<file path="config.mk">
export PLATFORM = sky130hd
export DESIGN_NAME = pwm_peripheral
export DESIGN_NICKNAME = d
export VERILOG_FILES = /design/src/rtl/pwm_pkg.sv /design/src/rtl/pwm_prescaler.sv /design/src/rtl/pwm_peripheral.sv
export SDC_FILE = /design/constraint.sdc
export NUM_CORES = 1
export LEC_CHECK = 0
export BUFFER_PORTS_ARGS = -buffer_cell sky130_fd_sc_hd__buf_2
export CAP_MARGIN = 25
export CORE_UTILIZATION = 40
export CTS_BUF_LIST = sky130_fd_sc_hd__clkbuf_8 sky130_fd_sc_hd__clkbuf_16
export DETAILED_ROUTE_END_ITERATION = 16
export PLACE_DENSITY = 0.74
export SYNTH_ARGS = -nofsm -noshare
export SYNTH_HDL_FRONTEND = slang
export SYNTH_SLANG_ARGS = --single-unit
</file>
<file path="constraint.sdc">
create_clock -name m_clk -period 1.5 [get_ports m_clk]
set_input_delay 0.15 -clock m_clk [delete_from_list [all_inputs] [get_ports m_clk]]
set_output_delay 0.15 -clock m_clk [all_outputs]
set_load 0.01 [all_outputs]
</file>
<file path="src/rtl/pwm_pkg.sv">
// pwm_pkg: widths, constants and the duty compare shared by the PWM peripheral.
package pwm_pkg;
   localparam int PWM_CNT_W  = 8;
   localparam int PWM_NUM_CH = 16;

   typedef logic [PWM_CNT_W-1:0] pwm_cnt_t;

   localparam pwm_cnt_t PWM_DUTY_FULL = 8'hFF;

   // Full-scale duty is held high for the whole period instead of dropping on the last count.
   function automatic logic pwm_level(input pwm_cnt_t cnt, input pwm_cnt_t duty);
      return (duty == PWM_DUTY_FULL) || (cnt < duty);
   endfunction
endpackage

</file>
<file path="src/rtl/pwm_prescaler.sv">
// pwm_prescaler: divides m_clk down to one PWM tick every CLK_DIV cycles.
module pwm_prescaler #(
   parameter int CLK_DIV = 4
) (
   input  logic m_clk,
   input  logic rst,
   output logic tick
);
   localparam int W = (CLK_DIV > 1) ? $clog2(CLK_DIV) : 1;
   localparam logic [W-1:0] LAST = W'(CLK_DIV - 1);

   logic [W-1:0] div_q, div_d;

   always_comb begin
      tick  = div_q == LAST;
      div_d = tick ? '0 : div_q + 1'b1;
   end

   always_ff @(posedge m_clk) div_q <= rst ? '0 : div_d;
endmodule

</file>
<file path="src/rtl/pwm_peripheral.sv">
// pwm_peripheral: 16 output pins, each forced low, static high or driven by a shared 8-bit PWM.
// Define PWM_DUTY_SHADOW_EN to defer duty updates to the next period boundary.
module pwm_peripheral
   import pwm_pkg::*;
#(
   parameter int CLK_DIV = 4
) (
   input  logic                  m_clk,
   input  logic                  rst,
   input  logic [7:0]            en_reg_out_7_0,
   input  logic [7:0]            en_reg_out_15_8,
   input  logic [7:0]            en_reg_pwm_7_0,
   input  logic [7:0]            en_reg_pwm_15_8,
   input  logic [7:0]            pwm_duty_cycle,
   output logic [PWM_NUM_CH-1:0] out,
   output logic                  period_start
);
   logic                  tick, wrap, lvl, ps_d, ps_q;
   pwm_cnt_t              cnt_q, cnt_d, duty_active;
   logic [PWM_NUM_CH-1:0] en_out, en_pwm, out_d, out_q;

   pwm_prescaler #(.CLK_DIV(CLK_DIV)) u_prescaler (
      .m_clk(m_clk),
      .rst  (rst),
      .tick (tick)
   );

`ifdef PWM_DUTY_SHADOW_EN
   pwm_cnt_t duty_q, duty_d;

   always_comb duty_d = wrap ? pwm_duty_cycle : duty_q;

   always_ff @(posedge m_clk) duty_q <= rst ? '0 : duty_d;

   assign duty_active = duty_q;
`else
   assign duty_active = pwm_duty_cycle;
`endif

   always_comb begin
      en_out = {en_reg_out_15_8, en_reg_out_7_0};
      en_pwm = {en_reg_pwm_15_8, en_reg_pwm_7_0};
      wrap   = tick && (cnt_q == '1);
      cnt_d  = cnt_q + PWM_CNT_W'(tick);
      lvl    = pwm_level(cnt_q, duty_active);
      // Disabled pins stay low whatever their PWM select says.
      out_d  = en_out & (~en_pwm | {PWM_NUM_CH{lvl}});
      ps_d   = wrap;
   end

   always_ff @(posedge m_clk) begin
      if (rst) begin
         cnt_q <= '0;
         out_q <= '0;
         ps_q  <= 1'b0;
      end else begin
         cnt_q <= cnt_d;
         out_q <= out_d;
         ps_q  <= ps_d;
      end
   end

   assign out          = out_q;
   assign period_start = ps_q;
endmodule
</file>
==> flow_summary.json <==
{
  "status": "finished, violations left",
  "violations": "design-rule violations, negative setup slack",
  "synth-adder-area-share": 0.103,
  "cts.hold.buffers_added": 0,
  "hold_end": "out[2]",
  "period_needed_ps": 1560,
  "rr_worst_depth": 6,
  "critical_path.endpoint_type": "flop",
  "p_per_area_mw_per_mm2": 785,
  "cts_root_buf": "clkbuf_8",
  "yosys-mux-area-fraction": 0,
  "crit_fanout": 16,
  "crit_chain": "ha_4, a41o_1, a21oi_1, o32ai_4, buf_12, a21oi_1",
  "power.ir.vdd_worst_uv": 677,
  "fin_area_mm2": 0.00172,
  "rr_startpoint": "cnt_q[5]",
  "cts_buffers": 3,
  "vias_per_cell": 4.75,
  "cpMostUsedCell": "a21oi_1",
  "post_cts_buffers": 0,
  "dieWidth_um": 57.2,
  "hp-class": "in2reg",
  "clkLatencyLatePin_ps": 270,
  "grt_usage": 0.157,
  "drtIter0Drc": 18,
  "die_h_um": 57.2,
  "wl_met3_um": 148,
  "ctsHtreeMaxLevel": 1,
  "num_rows": 19,
  "fmax_mhz": 639,
  "grt_remaining_overflow": 0,
  "worstPathRequired_ps": 1700,
  "r2r_slack_ps": -60,
  "synth_compound_area_frac": 0.170,
  "fin_crit_sh": 1.04,
  "clock_sinks": 27,
  "area_growth_pct": 40.8,
  "fin_cells": 217,
  "startpoint_type": "flop",
  "slew_headroom": 0.752,
  "antenna_found_initial": 0,
  "fin_skew_ps": 4.65,
  "drcViolationCount": 2,
  "synth_top_area_cell": "dfxtp_1",
  "ys.warnings.count": 0,
  "grt_max_degree": 28,
  "dpl.hpwl_mm": 1.94,
  "die_area_mm2": 0.00327,
  "met1_length_mm": 1.06,
  "synth_edf_count": 0,
  "p_leak_nw": 0.835,
  "slew_violations": 0,
  "place_inst": 213,
  "synthSimpleGateAreaFrac": 0.201,
  "maxUsedRoutingLayer": "met4",
  "postSynthAreaPerCell_um2": 10.3,
  "yosysMostFrequentCell": "dfxtp_1",
  "firstDrtPassIters": 10,
  "io_pins": 59,
  "synthFlopType": "dfxtp_1",
  "nets": 239,
  "drtAntennaViolNets": 0,
  "wirelength_mm": 2.40,
  "holdPathStages": 2,
  "cts_tree": "built",
  "cp.arrival_ps": 1770,
  "syn_inst": 119,
  "synthDominantCellAreaShare": 0.443,
  "path_delay_family": "compound AO/OA/AOI/OAI gates",
  "core_mm2": 0.00283,
  "synth_area_mm2": 0.00122,
  "vias": 1030,
  "final_hold_viol_count": 0,
  "rr_endpoint": "out[14]",
  "grt_pass1_wl_mm": 3.96,
  "gp_congestion": 0.721,
  "startpoint": "cnt_q[5]",
  "start_util": 0.431,
  "synth-xor-area-share": 0.0431,
  "grt_pass1_vias": 1011,
  "setup_slack_ps": -65.0,
  "ys_seq_area_frac": 0.443,
  "n_antenna_cell": 0,
  "synth_top_family_by_area": "simple AND/OR/NAND/NOR gates",
  "syn_nets": 171,
  "grt_setup_unrepaired": "yes",
  "slowest_delay_ps": 350,
  "hp-start": "en_reg_pwm_7_0[2]",
  "synthDistinctLibCells": 26,
  "drt-wirelength-per-cell_um": 11.1,
  "power_mw": 1.35,
  "worst_pin_slew_ps": 372,
  "maxCapViolCount": 0,
  "portBuffers": 58,
  "dr_wl_met2_mm": 1.18,
  "setup_viol_count_final": 16,
  "crit_buf_inv": 1,
  "clk_path_buf_depth": 2,
  "netlist_top_cells_count": "27 x dfxtp_1, 16 x nand2b_1, 10 x a21oi_2, 10 x ha_1, 8 x nor2_1",
  "crit_type": "reg2reg",
  "pre_cts_slack_ps": -48.1,
  "ys_top_cells_by_area": "dfxtp_1 44%, ha_1 10%, nand2b_1 8.2%",
  "layout-drive-gt1-share": 0.505,
  "place_area_mm2": 0.00165,
  "clkSlewWorstSetupHoldPaths_ps": 90,
  "slowest_stage": "dfxtp_2",
  "ys_async_sr_fraction": 0,
  "ys_seq_elements": 27
}
cells in the final DEF, fill, tap and decap left out, types with 2 or more instances in the layout:
cell type and instances:
a21oi_2 11, nor2b_1 2, nand2_1 2, a21oi_1 6, buf_4 8, nand2b_1 16, nand4_1 4, nor3_1 2
buf_2 58, clkbuf_8 3, inv_1 7, dfxtp_2 4, ha_1 6, ha_4 4, nand3_1 3, nor2_1 8
and4_1 2, xor2_1 5, dfxtp_1 23
per-layer routing:
metal | vias to the layer above | global-route usage
met1 | 451 | 0.170
li1 | 540 | -
met5 | - | 0
met2 | 37 | 0.294
met3 | 2 | 0.0317
met4 | 0 | 0.0697
worst max path at each step:
stage | endpoint | slack, ps | depth (start not counted)
after floorplan | out[10] | -60 | 6
after global placement | out[15] | 3 | 6
after detailed placement | out[14] | -50 | 6
after CTS | out[14] | -60 | 6
after global routing | out[14] | -120 | 6
final | out[14] | -60 | 6
report_power, final:
part	switching [mW]	internal, mW
registers	0.00992	0.749
clock network	0.215	0.188
logic	0.0864	0.101
worst reg2reg max path, stage by stage, from the launching register on:
cell and delay (ps):
dfxtp_2 350, ha_4 240, a41o_1 230, a21oi_1 220
o32ai_4 150, buf_12 180, a21oi_1 140
flip-flops by register name (all words and copies together), names as in the netlist:
register           count
period_start           1
out                   16
cnt_q                  8
u_prescaler.div_q      2
area by class of cell:
| type | instances | area (µm²) |
|---|---|---|
| fillers | 245 | 1110 |
| multi-input cells | 81 | 688 |
| flip-flops and latches | 27 | 546 |
| repair buffers | 67 | 370 |
| clock buffers | 3 | 41.3 |
| well taps | 31 | 38.8 |
| inverters | 7 | 26.3 |
| clock inverters | 1 | 7.51 |
per-stage QoR:
stage               setup TNS, ps   util  hold slack, ps
global route                -1550  0.607            20.7
global placement                0  0.584             322
CTS                          -803  0.601            26.7
floorplan                    -611      -             229
detailed placement           -587  0.584             325
finish                       -869  0.607            37.5
what timing repair did:
action	in CTS	in global routing
pin swaps	1	1
resized for setup	0	3
endpoints found under the setup margin	16	16
cell families (layout without fill, tap and decap cells):
group / count (synthesis) / after routing
XOR/XNOR: 6 / 6
AND/OR/NAND/NOR: 42 / 42
flip-flops: 27 / 27
buffers and inverters: 11 / 78
adder cells (fa/ha/maj): 10 / 10
AO/OA/AOI/OAI: 23 / 23
Note: power is estimated with default switching activity, not from simulation.
